`src/rtl/mem_arb_pkg.sv`:
```
// Shared types and parameter limits for the unified memory port arbiter.
package mem_arb_pkg;

    typedef enum logic {OWN_IF, OWN_D} owner_t;
    typedef enum logic {ST_IDLE, ST_BUSY} arb_state_t;

    localparam int STREAK_MIN = 1;
    localparam int STREAK_LIMIT = 15;
    localparam int LAT_MIN = 1;
    localparam int LAT_MAX = 4;
    // Wide enough to count up to LAT_MAX.
    localparam int LAT_W = 3;

endpackage

```
`src/rtl/arb_streak.sv`:
```
// Saturating count of consecutive data grants made while fetch is waiting;
// force_if tells the arbiter that fetch must win the next contention.
module arb_streak
    import mem_arb_pkg::*;
#(
    parameter int MAX_STREAK = 4
) (
    input  logic clk,
    input  logic rst_n,
    input  logic if_req,
    input  logic d_grant,
    input  logic if_grant,
    output logic force_if
);

    localparam int SW = $clog2(MAX_STREAK + 1);

    logic [SW-1:0] streak;

    always_ff @(posedge clk) begin
        if (!rst_n) begin
            streak <= '0;
        end else if (!if_req || if_grant) begin
            streak <= '0;
        end else if (d_grant && (streak != SW'(MAX_STREAK))) begin
            streak <= streak + SW'(1);
        end
    end

    assign force_if = (streak == SW'(MAX_STREAK));

endmodule

```
`src/rtl/mem_port_arbiter.sv`:
```
// Grants the single memory port to fetch or data, tracks the one outstanding
// access through the fixed read latency and routes the response to its owner.
module mem_port_arbiter
    import mem_arb_pkg::*;
#(
    parameter int LATENCY    = 1,
    parameter int MEM_AW     = 10,
    parameter int MAX_STREAK = 4
) (
    input  logic              clk,
    input  logic              rst_n,
    input  logic              if_req,
    input  logic [31:0]       if_addr,
    output logic              if_gnt,
    output logic              if_rvalid,
    output logic [31:0]       if_rdata,
    input  logic              d_req,
    input  logic              d_we,
    input  logic [31:0]       d_addr,
    input  logic [31:0]       d_wdata,
    output logic              d_gnt,
    output logic              d_rvalid,
    output logic [31:0]       d_rdata,
    output logic              mem_en,
    output logic              mem_we,
    output logic [MEM_AW-1:0] mem_addr,
    output logic [31:0]       mem_wdata,
    input  logic [31:0]       mem_rdata
);

    if (LATENCY < LAT_MIN || LATENCY > LAT_MAX ||
        MAX_STREAK < STREAK_MIN || MAX_STREAK > STREAK_LIMIT) begin : g_bad_param
        $error("mem_port_arbiter: LATENCY or MAX_STREAK out of range");
    end

    arb_state_t       state, state_next;
    owner_t           own, own_next;
    logic             store, store_next;
    logic [LAT_W-1:0] lat_cnt, lat_next;

    logic resp;
    logic arb_ok;
    logic force_if;
    logic pick_d;
    logic pick_if;
    logic grant_d;
    logic grant_if;
    logic addr_unused;

    // Only the word-address field reaches the memory; the rest wraps away.
    assign addr_unused = ^{if_addr[1:0], if_addr[31:MEM_AW+2],
                           d_addr[1:0], d_addr[31:MEM_AW+2]};

    assign resp   = (state == ST_BUSY) && (lat_cnt == LAT_W'(LATENCY));
    assign arb_ok = (state == ST_IDLE) || resp;

    // Data wins contention unless fetch has waited out a full streak.
    assign pick_d   = d_req && !(if_req && force_if);
    assign pick_if  = if_req && !pick_d;
    assign grant_d  = rst_n && arb_ok && pick_d;
    assign grant_if = rst_n && arb_ok && pick_if;

    arb_streak #(
        .MAX_STREAK(MAX_STREAK)
    ) u_streak (
        .clk      (clk),
        .rst_n    (rst_n),
        .if_req   (if_req),
        .d_grant  (grant_d),
        .if_grant (grant_if),
        .force_if (force_if)
    );

    always_ff @(posedge clk) begin
        if (!rst_n) begin
            state   <= ST_IDLE;
            own     <= OWN_IF;
            store   <= 1'b0;
            lat_cnt <= '0;
        end else begin
            state   <= state_next;
            own     <= own_next;
            store   <= store_next;
            lat_cnt <= lat_next;
        end
    end

    always_comb begin
        state_next = state;
        own_next   = own;
        store_next = store;
        lat_next   = lat_cnt;
        if (grant_d || grant_if) begin
            state_next = ST_BUSY;
            own_next   = grant_d ? OWN_D : OWN_IF;
            store_next = grant_d && d_we;
            lat_next   = LAT_W'(1);
        end else if (resp) begin
            state_next = ST_IDLE;
            lat_next   = '0;
        end else if (state == ST_BUSY) begin
            lat_next = lat_cnt + LAT_W'(1);
        end
    end

    always_comb begin
        if_gnt    = grant_if;
        d_gnt     = grant_d;
        mem_en    = grant_d || grant_if;
        mem_we    = 1'b0;
        mem_addr  = '0;
        mem_wdata = '0;
        if_rvalid = 1'b0;
        if_rdata  = '0;
        d_rvalid  = 1'b0;
        d_rdata   = '0;
        if (grant_d) begin
            mem_we    = d_we;
            mem_addr  = d_addr[MEM_AW+1:2];
            mem_wdata = d_wdata;
        end else if (grant_if) begin
            mem_addr  = if_addr[MEM_AW+1:2];
        end
        // A reset cycle abandons the outstanding access, so its response is masked.
        if (rst_n && resp) begin
            if (own == OWN_IF) begin
                if_rvalid = 1'b1;
                if_rdata  = mem_rdata;
            end else begin
                d_rvalid = 1'b1;
                d_rdata  = store ? 32'h0 : mem_rdata;
            end
        end
    end

endmodule

```
`config.mk`:
```
export PLATFORM = sky130hd
export DESIGN_NAME = mem_port_arbiter
export DESIGN_NICKNAME = d
export VERILOG_FILES = /design/src/rtl/mem_arb_pkg.sv /design/src/rtl/arb_streak.sv /design/src/rtl/mem_port_arbiter.sv
export SDC_FILE = /design/constraint.sdc
export NUM_CORES = 1
export LEC_CHECK = 0
export BUFFER_PORTS_ARGS = -buffer_cell sky130_fd_sc_hd__buf_2
export CAP_MARGIN = 20
export CORE_AREA = 4 4 94 96
export DETAILED_ROUTE_END_ITERATION = 12
export DIE_AREA = 0 0 98 100
export MAX_ROUTING_LAYER = met4
export PLACE_DENSITY = 0.67
export SYNTH_ARGS = -nofsm -noshare
export SYNTH_HDL_FRONTEND = slang
export SYNTH_SLANG_ARGS = --single-unit
```
`constraint.sdc`:
```
create_clock -name clk -period 1.8 [get_ports clk]
set_input_delay 0.09 -clock clk [delete_from_list [all_inputs] [get_ports clk]]
set_output_delay 0.09 -clock clk [all_outputs]
set_load 0.02 [all_outputs]
```
==> run metrics <==
clock power share 0.253; number of antenna diodes 0; grt ovf 0; EDFF count, synth 0; Lkg Pwr 0.00167 µW; Syn Nets 349; crit path time final 1790 ps; post-synthesis cell type count 36; htree depth 1; synth warn 0; # setup viols final 0; crit path DAT 1700 ps; VDD IR max 303 µV; Vias 2258; Comb power frac 0.516; drc violations 0; crit end category output pin; full die area 9800 µm²; vias in the first global route 2101; dpl hpwl 5.12 mm; vias per std cell 4.41; GRT Total Usage 0.120; leading cell type in the layout, fill and taps excluded buf_2; drt initial violations 72; area post-placement 2560 µm²; Worst slew margin 0.720; critical path required time 1710 ps; post-layout util 0.372; CP max stage cell dfxtp_2; Finished Cell Area 2990 µm²; Final GP Congestion 0.832; CTS tree built; P_int 595 µW; power per cell area 322 nW/µm²; cell chain of the critical path inv_2, ha_4, nor2b_2, o2111a_2, buf_12, and2_1, buf_4; CTS clk-pin slew, worst paths 50 ps; register bit total from synthesis 9; largest net degree at the start of global routing 37; latest clock arrival within the worst-skew pair 240 ps; TritonCTS Buffers 3; layout cells sized above 1 0.607; final worst path period share 0.996; Avg Cell Area, Syn 6.77 µm²; share of the synthesized area in the top cell type 0.432; asr flop ratio synth 0; HP Class input port to flip-flop; Detail Route Antenna Nets 0; routed len/inst 13.3 µm; CTS root buf clkbuf_8; boundary pin count 245; Synth area leaders and2_1, dfxtp_1, o211ai_1, a21oi_1, buf_2; crit-path leading delay family buffers and inverters; Worst Path Max Fanout 36; max_cap viols 0; final hold violation count 0; Core Region 8050 µm²; crit path buf inv count 3; drt pass-1 iters 4; post-synthesis sequential area ratio 0.126; final slew viol count 0; startpoint types flip-flop; Top FF cell, synth dfxtp_1; RSZ-0062 raised after global routing yes; commonest non-fill, non-tap cells in the layout buf_2, and2_1, buf_4, buf_6, and2_4; global-route wire length before repair 9.74 mm; Starting Density 0.178; Post-Synthesis Cells 212; Row Count 33; worst slew pin tran 420 ps; total power 962 µW; Port Buffer Count 200; Area Growth Syn to Fin 108%; die span in x 98 µm; largest stage delay on the critical path 340 ps; initial antenna violation count 0; hold buffers post-CTS 0; clk buf depth 2; die height 100 µm; sequential power share 0.231; kind of critical path flip-flop to output pin; Sink Count 9; outcome complete, no violations; leading area contributor after synthesis and2_1; Total Wirelength 6.80 mm; Max Fclk 0.558 GHz; clock skew 0.410 ps; Net Sw Power 367 µW; mapped cell area 1440 µm²; Sw Share 0.382; Final nets 545
## flip-flops by register name, summed over array words and instances, names as in the netlist
name             count
lat_cnt              3
u_streak.streak      3
own                  1
state                1
store                1
## synthesized netlist by cell type, drive strengths merged, types with 2 or more instances
master	number
ha	4
nor3	4
clkbuf	6
dfxtp	9
and3	2
inv	8
o211ai	10
nand2	5
nand3	12
nor2b	2
buf	14
a21oi	14
and2	99
nor2	5
o21ai	3
## metrics by stage
step / std cells / worst slack [ps] / setup TNS, ps / hold slack, ps
floorplan: 212 / 217 / 0 / 207
global placement: 504 / 213 / 0 / 334
detailed placement: 504 / 184 / 0 / 342
CTS: 511 / -12.6 / -85.7 / 97.8
global route: 512 / -58.0 / -1850 / 96.7
finish: 512 / 8.02 / 0 / 91.3
## area by class of cell
type / instances / area (µm²)
flip-flops and latches: 9 / 185
well taps: 105 / 131
inverters: 8 / 30.0
multi-input cells: 175 / 1210
fillers: 850 / 5060
clock buffers: 3 / 41.3
repair buffers: 211 / 1390
clock inverters: 1 / 5.00
## routing by layer
metal  wire (µm)  up-vias  track usage
met5           0        -            -
met4          82        0       0.0266
met3         702        9       0.0292
met2        3610      133        0.222
met1        2400     1018        0.131
li1            -     1098            -
## power groups by stage
stage / Sequential (µW) / Combinational (µW) / Clock (µW)
final: 223 / 497 / 243
after global routing: 224 / 539 / 258
after CTS: 222 / 463 / 244
after detailed placement: 223 / 444 / 0
after global placement: 222 / 437 / 0
after floorplan: 221 / 246 / 0
## worst register-to-register path, delay by kind of cell (launching register included)
kind | cells | cell delay (ps)
compound gates | 1 | 280
simple gates | 2 | 460
buf+inv | 1 | 110
fa+ha+maj | 1 | 170
flops | 1 | 370
## path summary, 6_finish.rpt
check / to / depth (start not counted) / startpoint / slack (ps)
worst max-delay path: mem_wdata[3] / 7 / lat_cnt[1] / 8
worst min-delay path: store / 2 / d_we / 90
worst max register to register: lat_cnt[0] / 5 / lat_cnt[0] / 290
worst min register to register: store / 2 / store / 490
## cell families after synthesis
logic type / Yosys count / synth area share
simple gates: 133 / 0.566
compound gates: 38 / 0.186
buf+inv: 28 / 0.0881
flops: 9 / 0.126
fa+ha+maj: 4 / 0.0349
## repair_timing
action                                  CTS  global route
endpoints found under the setup margin   76            70
gates cloned                              1             1
gates resized for setup                  11           103
endpoints found under the hold margin     0             0
setup buffers                             2             1
pin swaps                                 0            13
Note: power is estimated with default switching activity, not from simulation.
